--- config.mk ---
export PLATFORM = sky130hd
export DESIGN_NAME = clk_period_meter
export DESIGN_NICKNAME = d
export VERILOG_FILES = /design/src/rtl/clk_meas_pkg.sv /design/src/rtl/sig_sync_edge.sv /design/src/rtl/clk_period_meter.sv
export SDC_FILE = /design/constraint.sdc
export NUM_CORES = 1
export LEC_CHECK = 0
export CAP_MARGIN = 20
export CORE_MARGIN = 4
export CORE_UTILIZATION = 55
export DETAILED_ROUTE_END_ITERATION = 12
export GPL_TIMING_DRIVEN = 1
export PLACE_DENSITY = 0.73
export REMOVE_ABC_BUFFERS = 1
export SLEW_MARGIN = 20
export SYNTH_ARGS = -nofsm -noshare
export SYNTH_HDL_FRONTEND = slang
export SYNTH_SLANG_ARGS = --single-unit
--- constraint.sdc ---
create_clock -name i_clkPin -period 5.4 [get_ports i_clkPin]
set_clock_uncertainty 0.2 [all_clocks]
set_input_delay 1.08 -clock i_clkPin [delete_from_list [all_inputs] [get_ports i_clkPin]]
set_output_delay 1.08 -clock i_clkPin [all_outputs]
set_load 0.01 [all_outputs]
--- src/rtl/clk_meas_pkg.sv ---
// -----------------------------------------------------------------------------
// clk_meas_pkg
// Shared types and constants for the period-measurement block.
//   meas_state_e           : measurement state machine encoding
//   CNT_W_DEFAULT          : default period counter width
//   TIMEOUT_CYCLES_DEFAULT : default no-edge timeout, in system clock cycles
//   AVG_DEPTH / AVG_SHIFT  : averaging window depth and matching divide shift
// -----------------------------------------------------------------------------
package clk_meas_pkg;

    typedef enum logic [1:0] {
        IDLE    = 2'd0,
        MEASURE = 2'd1,
        TIMEOUT = 2'd2
    } meas_state_e;

    localparam int              CNT_W_DEFAULT          = 33;
    localparam longint unsigned TIMEOUT_CYCLES_DEFAULT = 64'd50_000_000;

    // Window depth must stay a power of two so the mean is a plain shift.
    localparam int AVG_DEPTH  = 4;
    localparam int AVG_SHIFT  = $clog2(AVG_DEPTH);
    localparam int AVG_IDX_W  = AVG_SHIFT;
    localparam int AVG_FILL_W = AVG_SHIFT + 1;

endpackage

--- src/rtl/sig_sync_edge.sv ---
// -----------------------------------------------------------------------------
// sig_sync_edge
// Multi-flop synchroniser for an asynchronous pin followed by a rising-edge
// detector. Reusable for any slow external input sampled in i_clkPin's domain.
//
// Parameters:
//   SYNC_STAGES : synchroniser depth, minimum 2.
// Ports:
//   i_clkPin  in  1  system clock, rising edge
//   i_rstNPin in  1  asynchronous active-low reset
//   i_sigPin  in  1  asynchronous input pin
//   rise      out 1  high for one cycle per synchronised rising edge
//
// An i_sigPin rise is acted upon by downstream logic SYNC_STAGES+1 clock
// edges after it is first sampled. The chain runs unconditionally so a
// consumer that ignores rise for a while never sees a stale edge later.
// -----------------------------------------------------------------------------
module sig_sync_edge #(
    parameter int SYNC_STAGES = 2
) (
    input  logic i_clkPin,
    input  logic i_rstNPin,
    input  logic i_sigPin,
    output logic rise
);

    logic [SYNC_STAGES-1:0] sync_r;
    logic                   prev_r;

    // Synchroniser shift chain plus the previous-value flop for edge detect.
    always_ff @(posedge i_clkPin or negedge i_rstNPin) begin
        if (!i_rstNPin) begin
            sync_r <= '0;
            prev_r <= 1'b0;
        end else begin
            sync_r <= {sync_r[SYNC_STAGES-2:0], i_sigPin};
            prev_r <= sync_r[SYNC_STAGES-1];
        end
    end

    // Both operands are flop outputs, so the pulse is glitch-free.
    assign rise = sync_r[SYNC_STAGES-1] & ~prev_r;

endmodule

--- src/rtl/clk_period_meter.sv ---
// -----------------------------------------------------------------------------
// clk_period_meter
// Measures the period of a slow asynchronous square wave (e.g. a divided
// clock) in cycles of i_clkPin. Edges P cycles apart report exactly P.
//
// Parameters:
//   CNT_W          : width of the period counter and of o_period
//   SYNC_STAGES    : synchroniser depth on i_sigPin (minimum 2)
//   TIMEOUT_CYCLES : cycles without a rising edge before o_timeout is raised;
//                    must be below 2**CNT_W so the counter never wraps
// Ports:
//   i_clkPin  in  1      system clock, rising edge
//   i_rstNPin in  1      asynchronous active-low reset
//   i_ena     in  1      measurement enable; low clears back to IDLE
//   i_sigPin  in  1      asynchronous signal to measure
//   o_period  out CNT_W  last measured period (held across disable/timeout)
//   o_valid   out 1      one-cycle pulse when o_period updates
//   o_timeout out 1      level, no rising edge for TIMEOUT_CYCLES
//
// Build option CLK_PERIOD_METER_AVG_EN: when defined, o_period reports the
// truncated mean of the last 4 periods and o_valid is withheld until 4
// measurements have completed since the last IDLE or TIMEOUT entry.
// -----------------------------------------------------------------------------
module clk_period_meter
    import clk_meas_pkg::*;
#(
    parameter int              CNT_W          = CNT_W_DEFAULT,
    parameter int              SYNC_STAGES    = 2,
    parameter longint unsigned TIMEOUT_CYCLES = TIMEOUT_CYCLES_DEFAULT
) (
    input  logic             i_clkPin,
    input  logic             i_rstNPin,
    input  logic             i_ena,
    input  logic             i_sigPin,
    output logic [CNT_W-1:0] o_period,
    output logic             o_valid,
    output logic             o_timeout
);

    localparam logic [CNT_W-1:0] TIMEOUT_C = CNT_W'(TIMEOUT_CYCLES);
    localparam logic [CNT_W-1:0] ONE_C     = CNT_W'(1);

    logic             rise_s;
    meas_state_e      state_r;
    logic [CNT_W-1:0] cnt_r;
    logic [CNT_W-1:0] cnt_inc_s;
    logic [CNT_W-1:0] period_r;
    logic             valid_r;
    logic             timeout_r;

    sig_sync_edge #(
        .SYNC_STAGES (SYNC_STAGES)
    ) u_sync (
        .i_clkPin  (i_clkPin),
        .i_rstNPin (i_rstNPin),
        .i_sigPin  (i_sigPin),
        .rise      (rise_s)
    );

    // cnt_r holds (cycles since reference edge) - 1, so cnt+1 is the period.
    always_comb begin
        cnt_inc_s = cnt_r + ONE_C;
    end

`ifdef CLK_PERIOD_METER_AVG_EN
    logic [CNT_W+1:0]       avg_sum_r;
    logic [CNT_W+1:0]       avg_sum_next_s;
    logic [CNT_W-1:0]       avg_win_r [AVG_DEPTH];
    logic [AVG_IDX_W-1:0]   avg_idx_r;
    logic [AVG_FILL_W-1:0]  avg_fill_r;
    logic                   avg_full_s;
    logic                   meas_done_s;
    logic                   win_clear_s;

    // Running sum with the oldest entry swapped out for the new period;
    // the slot being overwritten is the oldest one, or zero while filling.
    always_comb begin
        avg_sum_next_s = avg_sum_r - {2'b00, avg_win_r[avg_idx_r]}
                                   + {2'b00, cnt_inc_s};
        avg_full_s     = (avg_fill_r >= AVG_FILL_W'(AVG_DEPTH - 1));
        meas_done_s    = (state_r == MEASURE) && rise_s;
        win_clear_s    = !i_ena ||
                         ((state_r == MEASURE) && !rise_s && (cnt_inc_s == TIMEOUT_C));
    end

    // Averaging window: cleared on every IDLE or TIMEOUT entry.
    always_ff @(posedge i_clkPin or negedge i_rstNPin) begin
        if (!i_rstNPin) begin
            for (int i = 0; i < AVG_DEPTH; i++) begin
                avg_win_r[i] <= '0;
            end
            avg_sum_r  <= '0;
            avg_idx_r  <= '0;
            avg_fill_r <= '0;
        end else if (win_clear_s) begin
            for (int i = 0; i < AVG_DEPTH; i++) begin
                avg_win_r[i] <= '0;
            end
            avg_sum_r  <= '0;
            avg_idx_r  <= '0;
            avg_fill_r <= '0;
        end else if (meas_done_s) begin
            avg_win_r[avg_idx_r] <= cnt_inc_s;
            avg_sum_r            <= avg_sum_next_s;
            avg_idx_r            <= avg_idx_r + AVG_IDX_W'(1);
            if (avg_fill_r != AVG_FILL_W'(AVG_DEPTH)) begin
                avg_fill_r <= avg_fill_r + AVG_FILL_W'(1);
            end
        end
    end
`endif

    // Measurement state machine with counter and registered outputs.
    always_ff @(posedge i_clkPin or negedge i_rstNPin) begin
        if (!i_rstNPin) begin
            state_r   <= IDLE;
            cnt_r     <= '0;
            period_r  <= '0;
            valid_r   <= 1'b0;
            timeout_r <= 1'b0;
        end else if (!i_ena) begin
            // o_period deliberately keeps its last value while disabled.
            state_r   <= IDLE;
            cnt_r     <= '0;
            valid_r   <= 1'b0;
            timeout_r <= 1'b0;
        end else begin
            valid_r <= 1'b0;
            case (state_r)
                IDLE: begin
                    // First edge only establishes the reference point.
                    cnt_r <= '0;
                    if (rise_s) begin
                        state_r <= MEASURE;
                    end
                end
                MEASURE: begin
                    // A rise takes precedence over a coincident timeout.
                    if (rise_s) begin
`ifdef CLK_PERIOD_METER_AVG_EN
                        if (avg_full_s) begin
                            period_r <= avg_sum_next_s[CNT_W+1:AVG_SHIFT];
                            valid_r  <= 1'b1;
                        end
`else
                        period_r <= cnt_inc_s;
                        valid_r  <= 1'b1;
`endif
                        cnt_r <= '0;
                    end else if (cnt_inc_s == TIMEOUT_C) begin
                        state_r   <= TIMEOUT;
                        timeout_r <= 1'b1;
                    end else begin
                        cnt_r <= cnt_inc_s;
                    end
                end
                TIMEOUT: begin
                    // Abandoned interval is dropped; next edge is a fresh reference.
                    if (rise_s) begin
                        state_r   <= MEASURE;
                        cnt_r     <= '0;
                        timeout_r <= 1'b0;
                    end
                end
                default: begin
                    state_r   <= IDLE;
                    cnt_r     <= '0;
                    timeout_r <= 1'b0;
                end
            endcase
        end
    end

    assign o_period  = period_r;
    assign o_valid   = valid_r;
    assign o_timeout = timeout_r;

endmodule
After elaboration in Yosys (flattened, before gate mapping)
Index checks and enable logic that the tools add are counted.
{"block": "classes", "n_addsub": 1, "n_eq_ne": 9, "mux": 18, "bitwise_logic": 2, "reduce_logical": 6}
{"cell": "two-way mux 33 bit", "n": 4}
{"cell": "one-hot mux 33 bit (2 select lines)", "n": 1}
{"cell": "adder 33 x 1 -> 33 bit (second input constant)", "n": 1}
{"cell": "equality test 33 x 26 -> 1 bit (second input constant)", "n": 1}
{"cell": "!= test 3 bit (second input constant)", "n": 3}
{"cell": "two-way mux 2 bit", "n": 4}
{"cell": "two-way mux 1 bit", "n": 7}
{"cell": "AND reduction 3 bit", "n": 2}
{"cell": "!= test 4 bit (second input constant)", "n": 1}
{"cell": "one-hot mux 2 bit (2 select lines)", "n": 1}
{"cell": "AND reduction 4 bit", "n": 1}
{"cell": "!= test 3 x 2 -> 1 bit (second input constant)", "n": 1}
{"cell": "one-hot mux 1 bit (3 select lines)", "n": 1}
{"cell": "equality test 2 x 1 -> 1 bit (second input constant)", "n": 1}
{"cell": "equality test 2 bit (second input constant)", "n": 1}
{"cell": "logical NOT 2 bit", "n": 1}
{"cell": "!= test 2 bit (second input constant)", "n": 1}
{"cell": "AND reduction 2 bit", "n": 1}
{"cell": "OR reduction 2 bit", "n": 1}
{"cell": "AND 1 bit", "n": 1}
{"cell": "NOT 1 bit", "n": 1}
{"block": "totals", "ff_bits": 73, "in_bits": 4, "output_inout_bits": 35, "elab_cells": 43}

Logic depth before layout (Yosys ltp)
{"block": "logic_depth", "depth_word": 6, "ltp_mapped": 13}

By module
A second synthesis with hierarchy kept.
{"block": "hier_totals", "cells_unflattened": 453, "area_unflattened_um2": 4075.2}
{"module": "clk_period_meter", "instances": 1, "cells_per_inst": 449, "area_each_um2": 3986.3, "seq_area_each_um2": 1751.7}
{"module": "sig_sync_edge", "instances": 1, "cells_per_inst": 4, "area_each_um2": 88.8, "seq_area_each_um2": 75.1}

Worst setup path after synthesis
Ideal clock, no wire load.
{"block": "synth_path", "path_type": "register -> register", "from": "reg cnt_r[0]", "to": "reg cnt_r[19]", "arrival_time_ns": 3.025, "setup_slack_ns": 2.045, "stages_incl_launch_ff": 13, "n_path_buf": 3, "cell_sequence": "dfrtp_1 > ha_1 > nand3_1 > nor4_2 > and3_1 > clkbuf_1 > mux2i_1 > o21ai_0 > nor4_2 > nand2b_1 > buf_4 > buf_6 > o22ai_1"}
{"block": "synth_between", "elab_chain_cells": 5}
{"item": "start, declared", "line_no": "clk_period_meter.sv:45", "source": "logic [CNT_W-1:0] cnt_r;"}
{"item": "start signal, assigned", "line_no": "clk_period_meter.sv:154", "source": "cnt_r <= cnt_inc_s;"}
{"item": "adder 33 x 1 -> 33 bit (*)", "line_no": "clk_period_meter.sv:62", "source": "cnt_inc_s = cnt_r + ONE_C;"}
{"item": "branches (longest 4 deep; another with equality test 33 x 26 -> 1 bit)"}
Every way passes the cells marked *. The select of a mux whose other input is x is not followed.
A chain may end at the register's enable or synchronous reset.

Worst setup path in the final report
{"block": "layout_path", "from": "reg cnt_r[10]", "to": "reg cnt_r[19]"}
The elaborated chain is that of the path after synthesis.

==> impl_metrics.tcl <==
set metrics [dict create \
    ctsResizeCount 0 \
    syn2layout_area_growth_pct 16.0 \
    wl_per_cell_um 15.7 \
    ir_drop_uv 164 \
    p_per_area_nw_per_um2 243 \
    syn_area_um2 3870 \
    critical_path_arrival_ns 4.16 \
    cts-root-buf "clkbuf_8" \
    yosys_warnings 0 \
    die_w_um 91.9 \
    layout_common_cells "nand2_1, dfrtp_1, o21ai_0, clkdlybuf4s50_1" \
    clock_sinks 73 \
    syn_inst 435 \
    drc 0 \
    tns_ns 0 \
    ys.flop_type "dfrtp_1" \
    gp_congestion 0.954 \
    ios 39 \
    antenna_found_initial 0 \
    holdBufCountCts 0 \
    viasPerCell 5.81 \
    post-cts-setup-buffers 0 \
    ys_async_sr_fraction_pct 100 \
    grt_pass1_vias 3032 \
    nets 465 \
    hold_viol_final 0 \
    fin_crit_sh_pct 77.4 \
    synth_edf_count 0 \
    cp-end-kind "flop" \
    clk_path_buf_depth 2 \
    stdcell_count 560 \
    dieArea_um2 8440 \
    grt_max_degree 65 \
    die_y_um 91.9 \
    grt_pass1_wl_mm 14.9 \
    critPathMaxFanout 16 \
    max_cap_violations 0 \
    num_antenna_cells 0 \
    cts.reportedPaths.clkPinSlew_ns 0.07 \
    synth-seq-area-share_pct 47.2 \
    final_common_cell "nand2_1" \
    routed_wl_mm 8.82 \
    row_count 30 \
    cts_tree "built" \
    drv_slew 0 \
    design.core.area_um2 6830 \
    required_ns 5.39 \
    synth.distinct_cells 47 \
    min_path_type "reg2reg" \
    p_leak_nw 1.80 \
    drive_above_1_share_pct 7.11 \
    worst_pin_slew_ns 0.976 \
    place_inst 544 \
    dpl.hpwl_mm 5.89 \
    ant_nets 0 \
    rsz0062_at_grt "no" \
    avgSynthCellArea_um2 8.90 \
    drt_iter0_markers 280 \
    fill_cells 593 \
    detail_route.first_pass.iterations 5 \
    grt-ovfl-total 0 \
    status "finished clean" \
    clk_latency_ns 0.35 \
    cts_inserted_buffers 9 \
    clock.fmax_ghz 0.239 \
    finish.utilization_pct 65.7 \
    dpl_worst_slack_ns 1.34 \
    period_needed_ns 4.18 \
    synth_seq_cells 73 \
    setup_viol 0 \
    io_buffers 38 \
    path_class "reg2reg" \
    grtUsageTotal_pct 22.2 \
    slew_headroom_pct 34.7 \
    hold_ws_ns 0.160 \
    cp-start-kind "flop" \
    start_util_pct 56.6 \
    setup_ws_ns 1.22 \
    num_vias 3252 \
    cts.htree.levels 3 \
]
==> path summary, 6_finish.rpt <==
| check | start | end | slack, ns | cells past startpoint |
|---|---|---|---|---|
| max | cnt_r[10] | cnt_r[19] | 1.22 | 8 |
| min | u_sync.sync_r[0] | u_sync.sync_r[1] | 0.16 | 0 |
| max reg2reg | cnt_r[10] | cnt_r[19] | 1.22 | 8 |
| min reg2reg | u_sync.sync_r[0] | u_sync.sync_r[1] | 0.16 | 0 |
| max in group asynchronous | i_rstNPin | cnt_r[12] | 3.40 | 2 |
| min in group asynchronous | i_rstNPin | o_period[7] | 0.59 | 1 |
==> sequential cells by signal, indices dropped and copies added (netlist names) <==
| name | flops |
|---|---|
| cnt_r | 33 |
| o_period | 33 |
| o_timeout | 1 |
| o_valid | 1 |
| state_r | 2 |
| u_sync.prev_r | 1 |
| u_sync.sync_r | 2 |
==> metrics by stage <==
| step | instance area, um2 | total power, mW |
|---|---|---|
| final | 4490 | 1.09 |
| after global routing | 4490 | 1.13 |
| after CTS | 4490 | 1.10 |
| after detailed placement | 4260 | 0.619 |
| after global placement | 4260 | 0.618 |
| after floorplan | 3740 | 0.587 |
==> layout make-up <==
type	count	area, um2	share of cell area [%]
multi-input combinational	317	1850	41.2
clock inverter	5	77.6	1.73
tap	96	120	2.68
clock buffer	11	151	3.37
timing repair buffer	41	398	8.86
inverter	17	63.8	1.42
sequential	73	1830	40.7
==> power breakdown <==
part	total [mW]	switching (mW)	internal, mW	leakage (nW)
Clock	0.485	0.201	0.284	0.115
Sequential	0.559	0.00497	0.554	1.01
Combinational	0.0482	0.0307	0.0175	0.673
==> routing by layer <==
metal	vias to the layer above	routed length, um	GRT usage, %
li1	1565	-	-
met1	1574	4220	31.6
met2	93	4060	34.2
met3	20	347	2.87
met4	0	195	9.28
met5	-	0	0
==> cells by family (layout without fill, tap and decap cells) <==
group | Yosys count | in the layout | share of synthesized area, %
DFF | 73 | 73 | 47.2
xor gates and xnor gates | 32 | 32 | 7.24
and+or+nand+nor | 178 | 178 | 23.0
buffers and inverters | 45 | 74 | 5.11
muxes | 2 | 2 | 0.517
adders and majority gates | 2 | 2 | 0.647
AOI/OAI and AO/OA | 103 | 103 | 16.3
==> cells in the mapped netlist (all sizes together) (7+ instances only) <==
library cell / instances / share of area (%)
buf: 10 / 1.7
xnor2: 19 / 4.3
a31oi: 10 / 1.6
a21oi: 9 / 1.2
o31ai: 10 / 1.9
nand2: 78 / 7.6
nand3: 16 / 2.1
xor2: 13 / 2.9
nand2b: 7 / 1.1
nor3: 8 / 1.0
inv: 17 / 1.6
o21ai: 55 / 7.1
nand4: 10 / 1.8
dfrtp: 73 / 47
nor2: 19 / 1.8
clkbuf: 18 / 1.7
and3: 10 / 1.6
==> worst max-delay path, cell delays in order, from the launching register on <==
cell,delay (ns)
dfrtp_1,0.54
nand2_1,0.22
or4_4,0.58
nor3_1,0.29
xnor2_1,0.16
or4_1,0.53
nor4_2,0.57
nand2b_1,0.73
o22ai_1,0.19
(Power assumes the default switching activity.)
